===== src/rtl/pipe_hazard_ctrl_pkg.sv =====
// Shared definitions for the pipeline hazard controller: opcodes, FSM state
// encoding, the control-output bundle and source-operand decode helpers.
package pipe_hazard_ctrl_pkg;

  localparam logic [3:0] OP_SW  = 4'h9;
  localparam logic [3:0] OP_B   = 4'hC;
  localparam logic [3:0] OP_BR  = 4'hD;
  localparam logic [3:0] OP_HLT = 4'hF;

  localparam logic [1:0] DRAIN_LOAD = 2'd3;

  typedef enum logic [1:0] {
    RUN    = 2'b00,
    DRAIN  = 2'b01,
    HALTED = 2'b10
  } state_e;

  typedef struct packed {
    logic pc_en;
    logic ifid_en;
    logic ifid_flush;
    logic idex_bubble;
    logic back_en;
  } ctl_t;

  localparam ctl_t CTL_RUN      = '{pc_en: 1'b1, ifid_en: 1'b1, ifid_flush: 1'b0, idex_bubble: 1'b0, back_en: 1'b1};
  localparam ctl_t CTL_FREEZE   = '{pc_en: 1'b0, ifid_en: 1'b0, ifid_flush: 1'b0, idex_bubble: 1'b0, back_en: 1'b0};
  localparam ctl_t CTL_REDIRECT = '{pc_en: 1'b1, ifid_en: 1'b1, ifid_flush: 1'b1, idex_bubble: 1'b1, back_en: 1'b1};
  localparam ctl_t CTL_LOADUSE  = '{pc_en: 1'b0, ifid_en: 1'b0, ifid_flush: 1'b0, idex_bubble: 1'b1, back_en: 1'b1};
  localparam ctl_t CTL_FETCH_NOP = '{pc_en: 1'b0, ifid_en: 1'b1, ifid_flush: 1'b1, idex_bubble: 1'b0, back_en: 1'b1};
  localparam ctl_t CTL_RESET    = '{pc_en: 1'b0, ifid_en: 1'b1, ifid_flush: 1'b1, idex_bubble: 1'b1, back_en: 1'b0};

  function automatic logic uses_rs(input logic [3:0] op);
    return (op <= 4'd9) || (op == OP_BR);
  endfunction

  function automatic logic uses_rt(input logic [3:0] op);
    return (op <= 4'd3) || (op == 4'd7);
  endfunction

endpackage


===== src/rtl/pipe_hazard_ctrl_if.sv =====
// Hazard controller bus: pipeline status in, stall/flush controls out.
//   slave  : the controller (reads status, drives controls)
//   master : the pipeline datapath (drives status, reads controls)
interface pipe_hazard_ctrl_if #(parameter int STALL_CNT_W = 16);
  logic [15:0]            ifid_instr;
  logic                   idex_memrd;
  logic [3:0]             idex_rd;
  logic                   branch_taken;
  logic                   icache_stall;
  logic                   dcache_stall;
  logic                   pc_en;
  logic                   ifid_en;
  logic                   ifid_flush;
  logic                   idex_bubble;
  logic                   back_en;
  logic                   halted;
  logic [STALL_CNT_W-1:0] stall_cnt;

  modport slave (
    input  ifid_instr, idex_memrd, idex_rd, branch_taken, icache_stall, dcache_stall,
    output pc_en, ifid_en, ifid_flush, idex_bubble, back_en, halted, stall_cnt
  );

  modport master (
    output ifid_instr, idex_memrd, idex_rd, branch_taken, icache_stall, dcache_stall,
    input  pc_en, ifid_en, ifid_flush, idex_bubble, back_en, halted, stall_cnt
  );
endinterface


===== src/rtl/pipe_hazard_ctrl_hazard_detect.sv =====
// Load-use hazard detection (combinational).
//   instr_i      : instruction in ID
//   idex_memrd_i : EX instruction is a load
//   idex_rd_i    : EX destination register
//   lu_o         : ID instruction reads the register the load is producing
module hazard_detect
  import pipe_hazard_ctrl_pkg::*;
(
  input  logic [15:0] instr_i,
  input  logic        idex_memrd_i,
  input  logic [3:0]  idex_rd_i,
  output logic        lu_o
);
  logic [3:0] op;
  logic       hit_rs, hit_rt, hit_sd;

  assign op     = instr_i[15:12];
  assign hit_rs = uses_rs(op) && (instr_i[7:4] == idex_rd_i);
  assign hit_rt = uses_rt(op) && (instr_i[3:0] == idex_rd_i);
  // Store reads its data register from the [11:8] field.
  assign hit_sd = (op == OP_SW) && (instr_i[11:8] == idex_rd_i);

  // R0 is hardwired, so a load into it never creates a dependency.
  assign lu_o = idex_memrd_i && (idex_rd_i != 4'd0) && (hit_rs || hit_rt || hit_sd);
endmodule


===== src/rtl/pipe_hazard_ctrl.sv =====
// Hazard and sequencing controller for the five-stage pipeline.
//   clk : pipeline clock
//   rst : asynchronous, active-low reset
//   bus : status inputs and stall/flush/enable controls (slave side)
// Controls are combinational from state and inputs; halted and stall_cnt
// are registered.
module pipe_hazard_ctrl
  import pipe_hazard_ctrl_pkg::*;
#(
  parameter int STALL_CNT_W = 16
) (
  input  logic                clk,
  input  logic                rst,
  pipe_hazard_ctrl_if.slave   bus
);
  state_e                 state_q, state_d;
  logic [1:0]             drain_q, drain_d;
  logic [STALL_CNT_W-1:0] stall_cnt_q;
  logic                   halted_q;
  logic                   lu;
  logic                   dc;
  ctl_t                   ctl;

  assign dc = bus.dcache_stall;

  hazard_detect u_hazard_detect (
    .instr_i      (bus.ifid_instr),
    .idex_memrd_i (bus.idex_memrd),
    .idex_rd_i    (bus.idex_rd),
    .lu_o         (lu)
  );

  always_comb begin
    ctl     = CTL_FREEZE;
    state_d = state_q;
    drain_d = drain_q;
    unique case (state_q)
      RUN: begin
        // A D-cache miss freezes EX too, so a pending branch waits there.
        if (dc)                   ctl = CTL_FREEZE;
        else if (bus.branch_taken) ctl = CTL_REDIRECT;
        else if (lu)              ctl = CTL_LOADUSE;
        else if (bus.icache_stall) ctl = CTL_FETCH_NOP;
        else if (bus.ifid_instr[15:12] == OP_HLT) begin
          ctl     = CTL_FETCH_NOP;
          drain_d = DRAIN_LOAD;
          state_d = DRAIN;
        end else                  ctl = CTL_RUN;
      end
      DRAIN: begin
        if (bus.branch_taken && !dc) begin
          // The HLT was on a mispredicted path.
          ctl     = CTL_REDIRECT;
          state_d = RUN;
        end else begin
          ctl.pc_en       = 1'b0;
          ctl.ifid_en     = !dc;
          ctl.ifid_flush  = 1'b1;
          ctl.idex_bubble = 1'b1;
          ctl.back_en     = !dc;
          if (!dc) begin
            drain_d = drain_q - 2'd1;
            if (drain_q == 2'd1) state_d = HALTED;
          end
        end
      end
      HALTED:  ctl = CTL_FREEZE;
      default: state_d = RUN;
    endcase
    if (!rst) ctl = CTL_RESET;
  end

  always_ff @(posedge clk or negedge rst) begin
    if (!rst) begin
      state_q     <= RUN;
      drain_q     <= 2'd0;
      stall_cnt_q <= '0;
      halted_q    <= 1'b0;
    end else begin
      state_q  <= state_d;
      drain_q  <= drain_d;
      halted_q <= (state_d == HALTED);
      if (!ctl.pc_en && (stall_cnt_q != '1))
        stall_cnt_q <= stall_cnt_q + STALL_CNT_W'(1);
    end
  end

  assign bus.pc_en       = ctl.pc_en;
  assign bus.ifid_en     = ctl.ifid_en;
  assign bus.ifid_flush  = ctl.ifid_flush;
  assign bus.idex_bubble = ctl.idex_bubble;
  assign bus.back_en     = ctl.back_en;
  assign bus.halted      = halted_q;
  assign bus.stall_cnt   = stall_cnt_q;
endmodule


===== src/flat_wrapper.sv =====
// flat-port wrapper written by rule: the top's interface ports become plain ports
module pipe_hazard_ctrl_flat import pipe_hazard_ctrl_pkg::*;
#(
  parameter int STALL_CNT_W = 16
)
  (clk, rst, bus_ifid_instr, bus_idex_memrd, bus_idex_rd, bus_branch_taken, bus_icache_stall, bus_dcache_stall, bus_pc_en, bus_ifid_en, bus_ifid_flush, bus_idex_bubble, bus_back_en, bus_halted, bus_stall_cnt);
  pipe_hazard_ctrl_if #(.STALL_CNT_W(STALL_CNT_W)) bus_i ();
  input  logic clk;
  input  logic rst;
  input wire logic [$bits(bus_i.ifid_instr)-1:0] bus_ifid_instr;
  input wire logic [$bits(bus_i.idex_memrd)-1:0] bus_idex_memrd;
  input wire logic [$bits(bus_i.idex_rd)-1:0] bus_idex_rd;
  input wire logic [$bits(bus_i.branch_taken)-1:0] bus_branch_taken;
  input wire logic [$bits(bus_i.icache_stall)-1:0] bus_icache_stall;
  input wire logic [$bits(bus_i.dcache_stall)-1:0] bus_dcache_stall;
  output wire logic [$bits(bus_i.pc_en)-1:0] bus_pc_en;
  output wire logic [$bits(bus_i.ifid_en)-1:0] bus_ifid_en;
  output wire logic [$bits(bus_i.ifid_flush)-1:0] bus_ifid_flush;
  output wire logic [$bits(bus_i.idex_bubble)-1:0] bus_idex_bubble;
  output wire logic [$bits(bus_i.back_en)-1:0] bus_back_en;
  output wire logic [$bits(bus_i.halted)-1:0] bus_halted;
  output wire logic [$bits(bus_i.stall_cnt)-1:0] bus_stall_cnt;
  assign bus_i.ifid_instr = bus_ifid_instr;
  assign bus_i.idex_memrd = bus_idex_memrd;
  assign bus_i.idex_rd = bus_idex_rd;
  assign bus_i.branch_taken = bus_branch_taken;
  assign bus_i.icache_stall = bus_icache_stall;
  assign bus_i.dcache_stall = bus_dcache_stall;
  assign bus_pc_en = bus_i.pc_en;
  assign bus_ifid_en = bus_i.ifid_en;
  assign bus_ifid_flush = bus_i.ifid_flush;
  assign bus_idex_bubble = bus_i.idex_bubble;
  assign bus_back_en = bus_i.back_en;
  assign bus_halted = bus_i.halted;
  assign bus_stall_cnt = bus_i.stall_cnt;
  pipe_hazard_ctrl #(.STALL_CNT_W(STALL_CNT_W)) u_core (.clk(clk), .rst(rst), .bus(bus_i));
endmodule

===== config.mk =====
export PLATFORM = sky130hd
export DESIGN_NAME = pipe_hazard_ctrl_flat
export DESIGN_NICKNAME = d
export VERILOG_FILES = /design/src/rtl/pipe_hazard_ctrl_pkg.sv /design/src/rtl/pipe_hazard_ctrl_if.sv /design/src/rtl/pipe_hazard_ctrl_hazard_detect.sv /design/src/rtl/pipe_hazard_ctrl.sv /design/src/flat_wrapper.sv
export SDC_FILE = /design/constraint.sdc
export NUM_CORES = 1
export LEC_CHECK = 0
export BUFFER_PORTS_ARGS = -buffer_cell sky130_fd_sc_hd__buf_2
export CAP_MARGIN = 20
export CORE_ASPECT_RATIO = 0.9
export CORE_UTILIZATION = 45
export CTS_BUF_LIST = sky130_fd_sc_hd__clkbuf_8
export CTS_CLUSTER_DIAMETER = 40
export DETAILED_ROUTE_END_ITERATION = 6
export PLACE_DENSITY = 0.75
export SYNTH_ARGS = -nofsm -noshare
export SYNTH_HDL_FRONTEND = slang
export SYNTH_HIERARCHICAL = 1
export SYNTH_SLANG_ARGS = --single-unit

===== constraint.sdc =====
create_clock -name clk -period 2.06 [get_ports clk]
set_input_delay 0.412 -clock clk [delete_from_list [all_inputs] [get_ports clk]]
set_output_delay 0.412 -clock clk [all_outputs]
set_load 0.01 [all_outputs]

# Word level (Yosys, flattened, before mapping)
# Index checks and enable logic that the tools add are counted.
[totals] input_bits=26 out_inout_bits=22 regBits=21 word_cells=69
[op_classes] n_lt_le_gt_ge=2 n_eq_ne=19 n_reduce_logical=17 n_mux=25 n_addsub=2
[op_table] operator="$mux 5" count=7
[op_table] operator="$mux 2" count=15
[op_table] operator="$add 16x1->16 const B" count=1
[op_table] operator="$ne 16x16->1 const B" count=1
[op_table] operator="$eq 4x4->1" count=3
[op_table] operator="$eq 4x4->1 const B" count=3
[op_table] operator="$ne 2x2->1 const B" count=6
[op_table] operator="$pmux 5 s2" count=1
[op_table] operator="$reduce_and 8->1" count=1
[op_table] operator="$logic_and 1x1->1" count=7
[op_table] operator="$pmux 2 s3" count=1
[op_table] operator="$eq 2x1->1 const B" count=2
[op_table] operator="$eq 2x2->1 const B" count=2
[op_table] operator="$eq 4x3->1 const B" count=1
[op_table] operator="$le 4x2->1 const B" count=1
[op_table] operator="$le 4x4->1 const B" count=1
[op_table] operator="$logic_or 1x1->1" count=4
[op_table] operator="$pmux 2 s2" count=1
[op_table] operator="$reduce_bool 4->1" count=1
[op_table] operator="$logic_not 1->1" count=2
[op_table] operator="$logic_not 2->1" count=1
[op_table] operator="$ne 2x1->1 const B" count=1
[op_table] operator="$reduce_bool 2->1" count=1
[op_table] operator="$sub 2x1->2 const B" count=1

# Logic depth before layout (Yosys ltp)
# Gate-level depths: netlist (run 1).
[depth] depth_word=13 mapped_depth=10 ltp_nobuf=9

# Hierarchy
# The synthesis (run 1) kept the hierarchy.
[modules_own_cells] mod="pipe_hazard_ctrl" area_each_um2=1104.8 instances=1 cells_per_inst=115 seq_area_each_um2=525.5
[modules_own_cells] mod="hazard_detect" area_each_um2=188.9 instances=1 cells_per_inst=25 seq_area_each_um2=0.0

# Worst setup path before layout (run 1)
# Ideal clock, no wire load.
[synth_timing] path_kind="input port to flip-flop" start="in bus_idex_rd[1]" end="reg u_core.stall_cnt_q[12], in the netlist u_core/bus.stall_cnt[12]" required_ps=1935 setup_time_ps=125 cell_stages=9 n_path_buf=0 arrival_time_ps=2266 slack_ps=-330 cell_sequence="xor2_1 nor4_2 a22oi_1 a21oi_1 nor3_1 a21oi_1 nor2_1 nor4_1 mux2_2"
[synth_via] elab_chain_cells=12 word_cells_on_any_way=18 classes_between="3 x eq/ne; 5 x mux; 10 x reduce/logical"
[synth_lines] item="start: declaration" line_no="flat_wrapper.sv:12" source="input wire logic [$bits(bus_i.idex_rd)-1:0] bus_idex_rd;"
[synth_lines] item="$eq 4x4->1 (on tied branches)" line_no="pipe_hazard_ctrl_hazard_detect.sv:18, pipe_hazard_ctrl_hazard_detect.sv:19"
[synth_lines] item="$logic_and 1x1->1 (on tied branches)" line_no="pipe_hazard_ctrl_hazard_detect.sv:18, pipe_hazard_ctrl_hazard_detect.sv:19"
[synth_lines] item="$logic_or 1x1->1 (2 in series)" line_no="pipe_hazard_ctrl_hazard_detect.sv:24" source="assign lu_o = idex_memrd_i && (idex_rd_i != 4'd0) && (hit_rs || hit_rt || hit_sd);"
[synth_lines] item="$logic_and 1x1->1 (*)" line_no="pipe_hazard_ctrl_hazard_detect.sv:24"
[synth_lines] item="net u_core.lu" line_no="pipe_hazard_ctrl.sv:20" source="logic lu;"
[synth_lines] item="$mux 5 (*)" line_no="pipe_hazard_ctrl.sv:42" source="else if (lu) ctl = CTL_LOADUSE;"
[synth_lines] item="$mux 5 (*)" line_no="pipe_hazard_ctrl.sv:41" source="else if (bus.branch_taken) ctl = CTL_REDIRECT;"
[synth_lines] item="$mux 5 (*)" line_no="pipe_hazard_ctrl.sv:40" source="if (dc) ctl = CTL_FREEZE;"
[synth_lines] item="$pmux 5 s2 (*)" line_no="pipe_hazard_ctrl.sv:37" source="unique case (state_q)"
[synth_lines] item="$mux 5 (*)" line_no="pipe_hazard_ctrl.sv:70" source="if (!rst) ctl = CTL_RESET;"
[synth_lines] item="net bus_pc_en" line_no="flat_wrapper.sv:16" source="output wire logic [$bits(bus_i.pc_en)-1:0] bus_pc_en;"
[synth_lines] item="$logic_not 1->1 (*)" line_no="pipe_hazard_ctrl.sv:83" source="if (!ctl.pc_en && (stall_cnt_q != '1))"
[synth_lines] item="$logic_and 1x1->1 (*)" line_no="pipe_hazard_ctrl.sv:83"
[synth_lines] item="end signal: assignment" line_no="pipe_hazard_ctrl.sv:84" source="stall_cnt_q <= stall_cnt_q + STALL_CNT_W'(1);"
[synth_lines] item="end: declaration" line_no="pipe_hazard_ctrl.sv:18" source="logic [STALL_CNT_W-1:0] stall_cnt_q;"
# The timed path passes the listed nets; every way through them passes the cells marked *.
# A chain may end at the register's enable or synchronous reset.

# Worst setup path after layout (run 1)
[layout_timing] start="in bus_idex_rd[1]" end="out bus_ifid_en"
[layout_via] elab_chain_cells=10 word_cells_on_any_way=16 classes_between="3 x eq/ne; 5 x mux; 8 x reduce/logical"
[layout_lines] item="$eq 4x4->1 (on tied branches)" line_no="pipe_hazard_ctrl_hazard_detect.sv:18, pipe_hazard_ctrl_hazard_detect.sv:19"
[layout_lines] item="$logic_and 1x1->1 (on tied branches)" line_no="pipe_hazard_ctrl_hazard_detect.sv:18, pipe_hazard_ctrl_hazard_detect.sv:19"
[layout_lines] item="$logic_or 1x1->1 (2 in series)" line_no="pipe_hazard_ctrl_hazard_detect.sv:24"
[layout_lines] item="$logic_and 1x1->1 (*)" line_no="pipe_hazard_ctrl_hazard_detect.sv:24"
[layout_lines] item="net u_core.lu" line_no="pipe_hazard_ctrl.sv:20"
[layout_lines] item="$mux 5 (*)" line_no="pipe_hazard_ctrl.sv:42"
[layout_lines] item="$mux 5 (*)" line_no="pipe_hazard_ctrl.sv:41"
[layout_lines] item="$mux 5 (*)" line_no="pipe_hazard_ctrl.sv:40"
[layout_lines] item="$pmux 5 s2 (*)" line_no="pipe_hazard_ctrl.sv:37"
[layout_lines] item="$mux 5 (*)" line_no="pipe_hazard_ctrl.sv:70"
[layout_lines] item="end: declaration" line_no="flat_wrapper.sv:17" source="output wire logic [$bits(bus_i.ifid_en)-1:0] bus_ifid_en;"
# Marks and branches as above.

==> impl_results.md, run 1 <==
- Synth area leader: dfrtp_1
- Starting DRT DRC Count: 89
- Yosys reg bits: 21
- Gr usage total: 0.2209
- Top delay family on crit path: compound AO/OA/AOI/OAI gates
- Core ar.: 2748 um2
- Kind of critical path: input pin to primary output
- Nets: 234
- Max-slew violations: 0
- RR Endpoint: u_core/bus.stall_cnt[10]
- Final ANT Viol Nets: 0
- Final setup margin: -209.4 ps
- Die height: 52.87 um
- Crit path DAT: 1860 ps
- Number of global-route vias before repair: 1,200
- Synth top area share: 0.4062
- Max Fanout on Critical Path: 4
- Post-layout minimum cycle time: 2269 ps
- Largest net degree at the start of global routing: 17
- Worst-margin pin slew: 430.8 ps
- Gr ovfl total: 0
- Deepest clock path buffer count: 2
- FFs w/ async S/R, synth: 1.000
- CP most frequent cell: buf_4
- Synthesis-to-finish area growth: 48.36%
- Hold Crit Class: input pin to async pin
- Tcrit/Tclk final: 1.102
- Synthesized netlist net count: 168
- Initial Util: 0.4709
- Worst R2R Setup Slack: 130 ps
- Worst setup path startpoint: bus_idex_rd[1]
- Post-detail-place hpwl: 2319 um
- Top-count cell post-synth: dfrtp_1
- Root Driver: clkbuf_8
- H-tree Lvls: 1
- Vias: 1,271
- Skew-Pair Late Insertion Delay: 260 ps
- Post-synth EDFFs: 0
- Ranking of synthesized cells by area: dfrtp_1 (41%), xor2_1 (14%), nor2_1 (5.2%), xnor2_1 (4.1%), nor3_1 (3.5%)
- Highest clock rate: 440.6 MHz
- Wirelength per Cell: 14.22 um
- Cts bufs inserted: 3
- P_leak: 0.8286 nW
- Failing checks: setup timing
- RSZ-0062 raised after global routing: true
- Global-route wire length before repair: 5140 um
- 1st-pass router iterations: 4
- Residual DRC: 0
- DRT Wirelength: 3485 um
- Worst-case reg-to-reg path depth: 7
- Sink Count: 21
- Final setup vio count: 11
- Syn Inst Count: 140
- Die area: 3094 um2
- # rows: 18
- Top_reg_cell synth: dfrtp_1
- Slowest stage cell, crit path: o41ai_2
- Synth top cells by count: dfrtp_1 (21), xor2_1 (20), nor2_1 (18)
- Antenna cell count: 0
- CP peak stage delay: 380 ps
- Filler cells: 211
- Final non-filler cell total: 245
- Vias per cell: 5.188
- Power density over cell area: 753.8 nW/um2
- Synth Cell Area: 1294 um2
- YS warnings: 6
- Worst-path clk slew: 80 ps
- Die W: 58.52 um
- Crit. path cell count: 8
- Hold WS: 162.1 ps
- Routability cong.: 0.8406
- Final core occ: 0.6985
- IO Port Bufs: 47
- Critical Path End Type: primary output
- Status: finished, violations left
- Reg2reg start: u_core/bus.stall_cnt[0]
- Initial antenna violation count: 0
- Critical Path, Cell by Cell: buf_8, buf_4, o41ai_2, a21oi_2, buf_4, nor3b_2, o31ai_1, buf_2
- Buffers & Inverters on Critical Path: 4
- Max-slew headroom: 0.7106
- Critical path endpoint: bus_ifid_en
- Cells after DPL: 236
- Maximum Capacitance Violations: 0
- Critical Path RT: 1650 ps
- Worst Clk Skew: 6.786 ps
- IR drop worst, VDD: 0.6775 mV
- Seq/Total Area, Yosys: 0.4062
- Top Ports: 48
- Final Hold Fails: 0
- Mapped Avg Cell Area: 9.241 um2
- Ratio of cells with drive above 1 in the final layout: 0.4732
- Distinct cells, synth: 32
- TritonCTS clock tree: yes
- Setup TNS: -862.0 ps
- Type of origin of the critical path: input pin
## stage by stage
step | setup slack [ps] | power (mW) | cell area [um2]
after floorplan | -69.92 | 0.9019 | 1304
after global placement | -247.6 | 1.099 | 1660
after detailed placement | -324.4 | 1.124 | 1660
after CTS | -174.1 | 1.418 | 1790
after global routing | -307.9 | 1.541 | 1919
final | -209.4 | 1.447 | 1919
## how the worst min path moves through the flow
| stage | start | to | slack, ps |
|---|---|---|---|
| after floorplan | rst | u_core/bus.halted | 120 |
| after global placement | rst | u_core/state_q[0] | 270 |
| after detailed placement | rst | u_core/state_q[1] | 270 |
| after CTS | rst | u_core/bus.stall_cnt[5] | 160 |
| after global routing | rst | u_core/bus.stall_cnt[1] | 170 |
| final | rst | u_core/bus.stall_cnt[5] | 160 |
## layout by cell type, fill, tap and decap left out, types with 3 or more instances in the layout
cell type / count
a21oi_1: 3
buf_2: 42
buf_4: 13
buf_6: 4
clkbuf_8: 3
dfrtp_1: 21
inv_1: 9
nand2_1: 9
nand3_1: 6
nand4_1: 5
nor2_1: 10
nor2_2: 7
nor3_1: 4
nor3_2: 4
nor3_4: 4
o21ai_0: 4
xnor2_1: 6
xor2_1: 16
xor2_2: 4
## layout make-up
cell class	instances	area, um2	share of cell area
multi-input combinational	108	848.3	0.4420
clock inverter	1	7.507	0.003911
inverter	9	33.78	0.01760
timing repair buffer	63	412.9	0.2151
tap	40	50.05	0.02608
clock buffer	3	41.29	0.02151
sequential	21	525.5	0.2738
## report_power, final
part / internal (mW) / total [mW] / switching, mW
registers: 0.522 / 0.662 / 0.140
logic: 0.232 / 0.510 / 0.278
clock network: 0.137 / 0.275 / 0.138
## kinds of logic after synthesis
logic type	count (synthesis)	synth area share
compound gates	19	0.1006
xor+xnor	26	0.1760
fa+ha+maj	2	0.01934
buf+inv	11	0.03481
flops	21	0.4062
mux	2	0.01741
simple gates	59	0.2456
## worst reg2reg max path, cell delays in order, from the launching register on
cell      delay (ps)
dfrtp_1          420
ha_1             220
nand4_1          170
nor4_1           340
o21bai_4         260
buf_12           200
nor3_2            60
xor2_1           140
## metal layers
layer  vias up  track usage  routed length [um]
met5         -            0                   0
met4         0      0.05556                  35
met3         6      0.05379                 178
met2        39       0.3908                1779
met1       613       0.2704                1491
li1        613            -                   -
## registers in the layout, indices dropped and copies added (netlist names)
| register | cells |
|---|---|
| u_core/bus.stall_cnt | 16 |
| u_core/bus.halted | 1 |
| u_core/drain_q | 2 |
| u_core/state_q | 2 |
## what timing repair did
item | CTS | global route
pin swaps | 9 | 9
endpoints found under the hold margin | 5 | 0
buffers inserted | 3 | 1
setup endpoints to repair | 6 | 19
gates resized for setup | 12 | 25
gates cloned | 0 | 0
hold buffers | 1 | 0
Power figures use the tool's default switching activity.
==> run 2, diff against run 1 <==
--- a/config.mk
+++ b/config.mk
@@ -5,7 +5,7 @@
 export SDC_FILE = /design/constraint.sdc
 export NUM_CORES = 1
 export LEC_CHECK = 0
-export BUFFER_PORTS_ARGS = -buffer_cell sky130_fd_sc_hd__buf_2
+export BUFFER_PORTS_ARGS = -buffer_cell sky130_fd_sc_hd__buf_4
 export CAP_MARGIN = 20
 export CORE_ASPECT_RATIO = 0.9
 export CORE_UTILIZATION = 45
==> impl_results.md, run 2 (synthesis results as in run 1) <==
- Final Hold Fails: 0 (unchanged)
- Number of global-route vias before repair: 1,210 (+0.83%)
- Final setup margin: -214.0 ps (-4.605 ps)
- Status: finished, violations left
- Sw frac: 0.3700 (-0.01455)
- Max-slew violations: 0 (unchanged)
- Worst-margin pin slew: 517.4 ps (+86.58 ps)
- Wirelength per Cell: 15.60 um (+9.7%)
- Int Pwr: 954.9 uW (+7.2%)
- Type of origin of the critical path: input pin
- Ratio of cells with drive above 1 in the final layout: 0.4314 (-0.04180)
- CP peak stage delay: 250 ps (-130 ps)
- Filler cells: 210 (-0.47%)
- Largest net degree at the start of global routing: 14 (-3)
- Gr usage total: 0.2403 (+0.01939)
- Antenna cell count: 0 (unchanged)
- Cts bufs inserted: 3 (unchanged)
- Crit path DAT: 1860 ps (about the same)
- Final core occ: 0.7117 (+0.01321)
- Tcrit/Tclk final: 1.104 (+0.002235)
- Max Fanout on Critical Path: 4 (unchanged)
- Highest clock rate: 439.8 MHz (-0.20%)
- CP most frequent cell: buf_4
- Synthesis-to-finish area growth: 51.16%
- Critical Path RT: 1650 ps (about the same)
- Final setup vio count: 10 (-1)
- IO Port Bufs: 47 (unchanged)
- Power share of the clock group: 0.181 (-0.009)
- Core ar.: 2748 um2 (unchanged)
- Max-slew headroom: 0.6540 (-0.05665)
- Gr ovfl total: 0 (unchanged)
- Overall Power: 1.516 mW (+4.8%)
- Multi-input logic area: 802.0 um2 (-5.5%)
- Global-route wire length before repair: 5506 um (+7.1%)
- Die area: 3094 um2 (unchanged)
- Residual DRC: 0 (unchanged)
- H-tree Lvls: 1 (unchanged)
- Max reg flops: 16 (unchanged)
- Commonest non-fill, non-tap cell in the layout: buf_4
- # rows: 18 (unchanged)
- Worst-path clk slew: 80 ps (about the same)
- Critical Path End Type: primary output
- Initial Util: 0.4709 (unchanged)
- Skew-Pair Late Insertion Delay: 260 ps (about the same)
- Sink Count: 21 (unchanged)
- Slowest stage cell, crit path: nor4_2
- Final ANT Viol Nets: 0 (unchanged)
- Failing checks: setup timing
- Deepest clock path buffer count: 2 (unchanged)
- Routability cong.: 0.8365 (-0.49%)
- Kind of critical path: input pin to primary output
- Sequential share of power: 0.445 (-0.013)
- Die height: 52.87 um (unchanged)
- DRT Wirelength: 3806 um (+9.2%)
- Die W: 58.52 um (unchanged)
- Nets: 233 (-0.43%)
- Top Ports: 48 (unchanged)
- Power density over cell area: 775.1 nW/um2 (+2.8%)
- Comb power frac: 0.374 (+0.021)
- Critical Path, Cell by Cell: buf_12, xor2_2, nor4_2, a22oi_1, a21oi_2, buf_4, nor3b_4, o31ai_2, buf_4
- Post-layout minimum cycle time: 2274 ps (+4.605 ps)
- Switching Power: 560.9 uW (+0.81%)
- Most frequent cells in the layout: buf_4 (55), dfrtp_1 (21), xor2_1 (19), nor2_1 (16)
- Initial antenna violation count: 0 (unchanged)
- IR drop worst, VDD: 0.7017 mV (+3.6%)
- Worst Clk Skew: 2.156 ps (-4.630 ps)
- Root Driver: clkbuf_8
- TritonCTS clock tree: yes
- 1st-pass router iterations: 4 (unchanged)
- Vias per cell: 5.447 (+5.0%)
- Hold Crit Class: input pin to async pin
- RSZ-0062 raised after global routing: true
- Starting DRT DRC Count: 55 (-38%)
- P_leak: 0.8579 nW (+3.5%)
- Maximum Capacitance Violations: 0 (unchanged)
- Vias: 1,329 (+4.6%)
- Post-detail-place hpwl: 2543 um (+9.6%)
- Register area: 525.5 um2 (unchanged)
## run 2: cell types whose count changed in the layout (fill, tap and decap cells not counted), moves of 4 or more
cell,delta
buf_4,+42
nor3_4,-4
nor2_1,+6
nor2_2,-5
buf_2,-42
## run 2: area by class of cell
class                   instances  share of cell area
clock inverters                 1            0.003839
repair buffers                 61              0.2534
inverters                       9             0.01727
flip-flops and latches         21              0.2687
multi-input cells             109              0.4101
well taps                      40             0.02559
clock buffers                   3             0.02111
## run 2: final timing paths
kind,startpoint,endpoint,slack (ps),depth (start not counted)
worst max-delay path,bus_idex_rd[1],bus_ifid_en,-210,9
worst min-delay path,rst,u_core/state_q[1],90,2
worst max register to register,u_core/bus.stall_cnt[0],u_core/bus.stall_cnt[1],180,5
worst min register to register,u_core/bus.stall_cnt[15],u_core/bus.stall_cnt[15],500,1
max in group asynchronous,rst,u_core/bus.stall_cnt[8],1050,2
min in group clk,bus_dcache_stall,u_core/state_q[0],480,4
## run 2: critical path: cells and delay by family
| family | cells | cell delay (ps) |
|---|---|---|
| buffers and inverters | 3 | 410 |
| AO/OA/AOI/OAI | 3 | 450 |
| AND/OR/NAND/NOR | 2 | 430 |
| XOR/XNOR | 1 | 160 |
## run 2: power groups by stage
stage | Combinational (mW) | Sequential [mW] | Clock [mW]
2_1_floorplan | 0.201 | 0.701 | 0
3_3_place_gp | 0.515 | 0.662 | 0
3_5_place_dp | 0.531 | 0.677 | 0
4_1_cts | 0.549 | 0.671 | 0.279
5_1_grt | 0.613 | 0.690 | 0.293
6_report | 0.567 | 0.674 | 0.275
## run 2: per-stage QoR
| stage | setup slack (ps) | cells | hold WS [ps] | setup TNS, ps | instance area [um2] |
|---|---|---|---|---|---|
| after detailed placement | -316.2 | 234 | 262.6 | -4376 | 1763 |
| after CTS | -158.6 | 242 | -22.32 | -523.3 | 1888 |
| after global routing | -299.6 | 244 | 85.14 | -2219 | 1956 |
| after floorplan | -69.92 | 140 | 116.4 | -69.92 | 1304 |
| final | -214.0 | 244 | 89.24 | -937.9 | 1956 |
| after global placement | -265.0 | 234 | 262.4 | -3453 | 1763 |
## run 2: timing repair
| item | in CTS | in global routing |
|---|---|---|
| gates resized for setup | 13 | 10 |
| buffers inserted | 3 | 1 |
| endpoints found under the setup margin | 6 | 16 |
| hold endpoints to repair | 11 | 11 |
| pin swaps | 12 | 10 |
| cloned | 1 | 0 |
## run 2: metal layers
layer / GRT usage / share of wire
met5: 0 / 0
met4: 0.05159 / 0.019
met3: 0.05134 / 0.065
met2: 0.4291 / 0.51
met1: 0.2986 / 0.41
==> run 3, diff against run 2 <==
==> constraint.sdc (replaced) <==
create_clock -name clk -period 2.72 [get_ports clk]
set_input_delay 0.544 -clock clk [delete_from_list [all_inputs] [get_ports clk]]
set_output_delay 0.544 -clock clk [all_outputs]
set_load 0.01 [all_outputs]
==> impl_results.md, run 3 (synthesis results as in run 1) <==
- Global-route wire length before repair: 4740 um (-14%)
- Gr usage total: 0.2068 (-0.03353)
- Crit path DAT: 2010 ps (+150 ps)
- Final setup vio count: 0 (-10)
- RSZ-0062 raised after global routing: false
- Deepest clock path buffer count: 2 (unchanged)
- Nets: 219 (-6.0%)
- Max-slew violations: 0 (unchanged)
- Kind of critical path: input pin to primary output
- Final Hold Fails: 0 (unchanged)
- Final ANT Viol Nets: 0 (unchanged)
- Skew-Pair Late Insertion Delay: 270 ps (about the same)
- Routability cong.: 0.8651 (+3.4%)
- DRT Wirelength: 3038 um (-20%)
- Critical Path RT: 2180 ps (+530 ps)
- Synthesis-to-finish area growth: 34.91%
- Sink Count: 21 (unchanged)
- Wirelength per Cell: 13.21 um (-15%)
- Most Crowded Layer GR: met2
- Placed Area: 1693 um2 (-4.0%)
- Commonest non-fill, non-tap cell in the layout: buf_4
- Hold Crit Class: input pin to async pin
- Worst Clk Skew: 9.251 ps (+7.095 ps)
- Starting DRT DRC Count: 64 (+16%)
- Die area: 3094 um2 (unchanged)
- Post-layout minimum cycle time: 2557 ps
- Root Driver: clkbuf_8
- Worst-margin pin slew: 480.7 ps (-36.67 ps)
- Core ar.: 2748 um2 (unchanged)
- Maximum Capacitance Violations: 0 (unchanged)
- GR Util met1: 0.2768 (-0.02186)
- Status: completed
- Vias: 1,187 (-11%)
- Initial Util: 0.4709 (unchanged)
- Worst-path clk slew: 90 ps (about the same)
- # rows: 18 (unchanged)
- IR drop worst, VDD: 0.5468 mV (-22%)
- Post-detail-place hpwl: 2254 um (-11%)
- Gr ovfl total: 0 (unchanged)
- Antenna cell count: 0 (unchanged)
- Tcrit/Tclk final: 0.9401
- Residual DRC: 0 (unchanged)
- Power density over cell area: 639.5 nW/um2 (-17%)
- TritonCTS clock tree: yes
- Ratio of cells with drive above 1 in the final layout: 0.3316 (-0.09979)
- 1st-pass router iterations: 4 (unchanged)
- H-tree Lvls: 1 (unchanged)
- Cts bufs inserted: 3 (unchanged)
- Top Ports: 48 (unchanged)
- Met3 usage: 0.04401 (-0.007335)
- Max reg flops: 16 (unchanged)
- Die W: 58.52 um (unchanged)
- Max Fanout on Critical Path: 5 (+1)
- Most frequent cells in the layout: buf_4 (48), dfrtp_1 (21), xor2_1 (20), nor2_1 (18)
- M2 GR Usage: 0.3372 (-0.09195)
- Final core occ: 0.6352 (-0.07650)
- Largest net degree at the start of global routing: 26 (+12)
- IO Port Bufs: 47 (unchanged)
- Vias per cell: 5.161 (-5.2%)
- Number of global-route vias before repair: 1,055 (-13%)
- Type of origin of the critical path: input pin
- Post-route cell area: 1745 um2 (-11%)
- Die height: 52.87 um (unchanged)
- Initial antenna violation count: 0 (unchanged)
- Setup TNS: 0 ps (+937.9 ps)
- Highest clock rate: 391.1 MHz
- P_leak: 0.7633 nW (-11%)
- Critical Path End Type: primary output
- Max-slew headroom: 0.6753 (+0.02139)
run 3: cell count changes in the layout (fill, tap and decap cells not counted), sizes merged:
cell	change
buf	-12
dlygate4sd3	-1
o21bai	-1
run 3: what timing repair did:
item / 4_1_cts / 5_1_grt
gates resized for setup: 0 / 1
hold buffers: 0 / 0
setup endpoints to repair: 0 / 2
buffers inserted: 0 / 0
run 3: report_power, final:
part	internal, mW	switching [mW]	leakage [nW]	total, mW
clock	0.104	0.114	0.0217	0.218
combinational	0.209	0.183	0.500	0.391
sequential	0.395	0.112	0.241	0.507
run 3: worst paths after layout:
kind	startpoint	to	slack, ps	cells after the start
max	bus_idex_rd[1]	bus_ifid_flush	160	10
min	rst	u_core/bus.stall_cnt[10]	150	1
max reg2reg	u_core/state_q[0]	u_core/bus.stall_cnt[1]	900	5
min reg2reg	u_core/drain_q[1]	u_core/drain_q[1]	500	1
max in group asynchronous	rst	u_core/bus.halted	2330	1
min in group clk	u_core/drain_q[1]	u_core/drain_q[1]	500	1
run 3: through the flow:
stage | cells | setup slack (ps) | hold WS (ps) | total power, mW
after floorplan | 140 | 197.8 | 248.4 | 0.6818
after global placement | 226 | 122.5 | 451.2 | 0.8858
after detailed placement | 226 | 89.19 | 457.2 | 0.9044
after CTS | 230 | 93.92 | 159.2 | 1.123
after global routing | 230 | 10.70 | 171.9 | 1.181
final | 230 | 162.9 | 148.8 | 1.116
run 3: critical path, cell delays in order:
cell,delay (ps)
buf_4,130
xor2_1,160
nor4_2,260
a22oi_1,110
a21oi_2,230
a21oi_1,60
o21ba_2,190
nor2_1,80
o21ai_0,70
buf_4,160
run 3: layout make-up:
type / count / area (um2)
fill: 252 / 1002
multi-input combinational: 108 / 726.9
sequential: 21 / 525.5
timing repair buffer: 48 / 360.3
tap: 40 / 50.05
clock buffer: 3 / 41.29
inverter: 9 / 33.78
clock inverter: 1 / 7.507
run 3: layer usage:
metal	wire length, um	part of all wire
met5	0	0
met4	40	0.013
met3	143	0.047
met2	1398	0.46
met1	1455	0.48
